## config.mk

```make
export PLATFORM = sky130hd
export DESIGN_NAME = seq_compare
export DESIGN_NICKNAME = d
export VERILOG_FILES = /design/src/rtl/compare_pkg.sv /design/src/rtl/chunk_cmp.sv /design/src/rtl/seq_compare.sv
export SDC_FILE = /design/constraint.sdc
export NUM_CORES = 1
export LEC_CHECK = 0
export CORE_MARGIN = 4
export CORE_UTILIZATION = 40
export CTS_BUF_LIST = sky130_fd_sc_hd__clkbuf_16
export CTS_CLUSTER_SIZE = 28
export DETAILED_ROUTE_END_ITERATION = 10
export PLACE_DENSITY_LB_ADDON = 0.15
export SETUP_SLACK_MARGIN = 0.3
export SYNTH_ARGS = -nofsm -noshare
export SYNTH_HDL_FRONTEND = slang
export SYNTH_SLANG_ARGS = --single-unit
```

## constraint.sdc

```tcl
create_clock -name clk -period 3.5 [get_ports clk]
set_input_delay 0.7 -clock clk [delete_from_list [all_inputs] [get_ports clk]]
set_output_delay 0.7 -clock clk [all_outputs]
set_load 0.01 [all_outputs]
```

## src/rtl/compare_pkg.sv

```systemverilog
// Shared types and helpers for the chunked sequential comparator:
// branch codes, FSM states, chunk count and result decoding.
package compare_pkg;

  typedef enum logic [2:0] {
    F_EQ  = 3'b000,
    F_NE  = 3'b001,
    F_LT  = 3'b100,
    F_GE  = 3'b101,
    F_LTU = 3'b110,
    F_GEU = 3'b111
  } funct3_e;

  typedef enum logic [1:0] {
    S_IDLE,
    S_SCAN,
    S_DONE
  } state_e;

  function automatic int nch(input int width, input int chunk);
    return width / chunk;
  endfunction

  // 010 and 011 are the only unused branch encodings
  function automatic logic is_valid_code(input logic [2:0] f);
    return f[2:1] != 2'b01;
  endfunction

  function automatic logic is_signed_code(input logic [2:0] f);
    return f[2:1] == 2'b10;
  endfunction

  function automatic logic flag_of(input logic [2:0] f, input logic lt, input logic eq);
    case (f)
      F_EQ:          return eq;
      F_NE:          return !eq;
      F_LT, F_LTU:   return lt;
      F_GE, F_GEU:   return !lt;
      default:       return 1'b0;
    endcase
  endfunction

endpackage

```

## src/rtl/chunk_cmp.sv

```systemverilog
// Unsigned less-than / equality of one CHUNK-wide slice of the operands.
module chunk_cmp #(
  parameter int CHUNK = 8
) (
  input  logic [CHUNK-1:0] a,
  input  logic [CHUNK-1:0] b,
  output logic             lt,
  output logic             eq
);

  assign lt = a < b;
  assign eq = a == b;

endmodule

```

## src/rtl/seq_compare.sv

```systemverilog
// Multi-cycle RISC-V branch comparator: scans the operands CHUNK bits per cycle
// from the MSB end and stops at the first differing chunk.
module seq_compare
  import compare_pkg::*;
#(
  parameter int WIDTH = 32,
  parameter int CHUNK = 8
) (
  input  logic             clk,
  input  logic             rst_n,
  input  logic             in_valid,
  output logic             in_ready,
  input  logic [WIDTH-1:0] a,
  input  logic [WIDTH-1:0] b,
  input  logic [2:0]       funct3,
  output logic             out_valid,
  input  logic             out_ready,
  output logic             flag,
  output logic             busy
);

  localparam int NCH = nch(WIDTH, CHUNK);
  localparam int KW  = (NCH > 1) ? $clog2(NCH) : 1;
  localparam logic [KW-1:0] K_LAST = KW'(NCH - 1);

  generate
    if (WIDTH % CHUNK != 0) begin : g_bad_chunk
      $error("seq_compare: WIDTH must be a multiple of CHUNK");
    end
  endgenerate

  state_e           state;
  logic [WIDTH-1:0] a_q;
  logic [WIDTH-1:0] b_q;
  logic [2:0]       funct3_q;
  logic [KW-1:0]    k;
  logic             lt_q;
  logic             eq_q;

  logic [31:0]      shamt;
  logic [CHUNK-1:0] a_chunk;
  logic [CHUNK-1:0] b_chunk;
  logic             chunk_lt;
  logic             chunk_eq;

  // Flipping both sign bits in the top chunk turns the unsigned compare into a signed one
  always_comb begin
    shamt   = 32'(k) * 32'(CHUNK);
    a_chunk = CHUNK'((a_q << shamt) >> (WIDTH - CHUNK));
    b_chunk = CHUNK'((b_q << shamt) >> (WIDTH - CHUNK));
    if (is_signed_code(funct3_q) && (k == '0)) begin
      a_chunk[CHUNK-1] = ~a_chunk[CHUNK-1];
      b_chunk[CHUNK-1] = ~b_chunk[CHUNK-1];
    end
  end

  chunk_cmp #(
    .CHUNK(CHUNK)
  ) u_chunk_cmp (
    .a (a_chunk),
    .b (b_chunk),
    .lt(chunk_lt),
    .eq(chunk_eq)
  );

  // Invalid codes finish in the first scan cycle so their latency matches a k = 0 exit
  always_ff @(posedge clk) begin
    if (!rst_n) begin
      state <= S_IDLE;
      k     <= '0;
      lt_q  <= 1'b0;
      eq_q  <= 1'b0;
    end else begin
      case (state)
        S_IDLE: begin
          if (in_valid && in_ready) begin
            a_q      <= a;
            b_q      <= b;
            funct3_q <= funct3;
            k        <= '0;
            state    <= S_SCAN;
          end
        end
        S_SCAN: begin
          if (!is_valid_code(funct3_q)) begin
            lt_q  <= 1'b0;
            eq_q  <= 1'b0;
            state <= S_DONE;
          end else if (!chunk_eq || (k == K_LAST)) begin
            lt_q  <= chunk_lt;
            eq_q  <= chunk_eq;
            state <= S_DONE;
          end else begin
            k <= k + 1'b1;
          end
        end
        S_DONE: begin
          if (out_ready) begin
            k     <= '0;
            state <= S_IDLE;
          end
        end
        default: state <= S_IDLE;
      endcase
    end
  end

  assign in_ready  = (state == S_IDLE);
  assign out_valid = (state == S_DONE);
  assign busy      = (state != S_IDLE);
  assign flag      = out_valid && flag_of(funct3_q, lt_q, eq_q);

endmodule
```

==> impl_metrics.ini <==
[global_route]
grt_max_degree = 69
grt_antenna_before_repair = 0
grtUsageTotal = 0.130
grt_pass1_vias = 1826
overflow = 0
grt_first_pass_wirelength_um = 8660

[floorplan]
fp.dieW_um = 94.7
fp.coreArea_um2 = 7290
ios = 75
die_y_um = 94.7
start_util = 0.412
dieArea_um2 = 8960
core.rowCount = 31

[placement]
post-place-cells = 328
dp_hpwl_um = 3830
place.gp.congestion = 0.696
io_buffers = 74

[drt]
route.met2.wl_um = 2750
drc = 0
met1_length_um = 2170
vias = 1660
vias_per_cell = 4.83
top_layer = met4
totalWireLength_um = 5310
route.met3.wl_um = 341
wl_per_cell_um = 15.4
first_pass_iters = 4
postRouteAntennaNets = 0
dr.first_iter.drc_count = 62

[synthesis]
ys_seq_area_frac = 0.709
synth_top_area_cell = edfxtp_1
ys_types = 35
synth_nets = 237
synth_edf_count = 67
syn_area_per_cell_um2 = 19.3
ys_ff_latch = 73
async_flop_share = 0
synth.top_cells.by_count = edfxtp_1, mux4_2, inv_1, ha_1
synthFlopType = edfxtp_1
synth.most_common_cell = edfxtp_1
synth_warnings = 0
syn-cell-area_um2 = 3010
synth_cells = 156
synthTopCellsByArea = edfxtp_1, mux4_2, ha_1, dfxtp_1, inv_1
synth.top_cell.area_share = 0.669

[power_and_ir_drop]
pwr-share-seq = 0.508
swShare = 0.204
p_clk_frac = 0.410
power.net_switching_uw = 405
internal_power_uw = 1580
peakVddDrop_v = 0.000267
power_frac_comb = 0.082
p_per_area_nw_per_um2 = 478
leakagePower_uw = 0.00142

[clock_network]
htree_levels = 3
clk_pin_slew_ns = 0.05
cts_buffer_depth = 2
postCtsSetupRepairBufs = 0
clock_sinks = 73
cts_tree = built
post_cts_resized = 0
cts_buffers = 9
cts_root_buf = clkbuf_16
insertion_delay_ns = 0.33
ctsHoldBuffers = 0

[worst_setup_path]
critPathCaptureType = flip-flop
cp_max_fo = 14
worstSetupPathType = flip-flop to flip-flop
cp.required_ns = 3.72
arrival_ns = 3.02
worstSetupStartpointType = flip-flop

[sta]
max_freq_ghz = 0.357
hold_violations = 0
slew_headroom = 0.646
worst_pin_slew_ns = 0.530
rsz0062_at_grt = false
final.setup.tns_ns = 0
clock_skew_ns = 0.00802
finalCritPeriodShare = 0.801
fin_crit_ns = 2.80
drv_slew = 0
setup_viol = 0

[finish]
num-fill-cells = 624
drive_gt1_frac = 0.171
antennaDiodeCount = 0
area_growth_pct = 38.1
nets = 321
stdcell_count = 344

[run_status]
run_status = completed

[job]
maxCapViolations = 0

[worst_hold_path]
hp-class = flip-flop to flip-flop
## cell families (layout without fill, tap and decap cells)
group,count (synthesis),count (layout),synth area share
xor gates and xnor gates,4,4,0.0117
buffers and inverters,16,105,0.0246
muxes,16,16,0.120
AOI/OAI and AO/OA,16,16,0.0450
adders and majority gates,10,10,0.0416
and+or+nand+nor,21,21,0.0479
DFF,73,73,0.709
## flip-flops by register name, summed over array words and instances, names as in the netlist
name and count:
a_q 32, b_q 32, funct3_q 3, k 2, state 2, eq_q 1
lt_q 1
## area by class of cell
| class | count | area, um^2 | share of cell area |
|---|---|---|---|
| sequential | 73 | 2130 | 0.514 |
| clock inverter | 7 | 50.0 | 0.0121 |
| inverter | 12 | 45.0 | 0.0108 |
| timing repair buffer | 77 | 776 | 0.187 |
| tap | 99 | 124 | 0.0298 |
| multi-input combinational | 67 | 800 | 0.193 |
| clock buffer | 9 | 225 | 0.0542 |
## per-stage QoR
| step | worst slack [ns] | utilization | hold WS (ns) | instance area (um^2) | total power [uW] |
|---|---|---|---|---|---|
| after detailed placement | 0.678 | 0.532 | 0.498 | 3880 | 1190 |
| after global placement | 0.744 | 0.532 | 0.490 | 3880 | 1190 |
| after CTS | 0.650 | 0.569 | 0.505 | 4150 | 2010 |
| final | 0.698 | 0.569 | 0.511 | 4150 | 1990 |
| after floorplan | 1.07 | - | 0.471 | 3010 | 1090 |
| after global routing | 0.457 | 0.569 | 0.551 | 4150 | 2070 |
## cell usage in the layout, fill, tap and decap left out, drive strengths merged
master / n
nor4: 1
ha: 10
o211ai: 1
buf: 3
nor2b: 2
nor2: 6
o31a: 1
nand4: 3
nand3: 2
xnor2: 2
a31o: 1
nand2b: 1
clkdlybuf4s50: 74
inv: 14
a211oi: 2
a2bb2oi: 1
mux4: 16
o21a: 1
clkinv: 4
o311ai: 1
dfxtp: 6
clkinvlp: 1
and2b: 1
xor2: 2
nand3b: 1
o41ai: 1
clkbuf: 9
o21ai: 1
or4: 1
edfxtp: 67
o31ai: 1
nor3: 2
and3: 1
a21oi: 5
## power groups by stage
stage	clock [uW]	sequential (uW)	combinational, uW
after floorplan	0	1020	61.4
after global routing	883	1010	177
after CTS	837	1010	165
final	814	1010	163
after global placement	0	1030	164
after detailed placement	0	1030	164
## per-layer routing
| layer | vias up | track usage |
|---|---|---|
| met3 | 4 | 0.0494 |
| met2 | 49 | 0.210 |
| met1 | 817 | 0.155 |
| met4 | 0 | 0.0553 |
| li1 | 790 | - |
| met5 | - | 0 |
## final timing paths
| kind | startpoint | endpoint | slack [ns] | cells after the start |
|---|---|---|---|---|
| worst min-delay path | lt_q | lt_q | 0.51 | 2 |
| worst max-delay path | k[0] | state[1] | 0.70 | 7 |
| worst min register to register | lt_q | lt_q | 0.51 | 2 |
| worst max register to register | k[0] | state[1] | 0.70 | 7 |
## worst max-delay path, cell delays in order (launching register included)
cell	delay [ns]
dfxtp_1	0.55
buf_4	0.35
mux4_2	0.54
ha_1	0.31
nand4_1	0.28
o41ai_4	0.43
o21a_1	0.19
nor2_1	0.04
(Power assumes the default switching activity.)
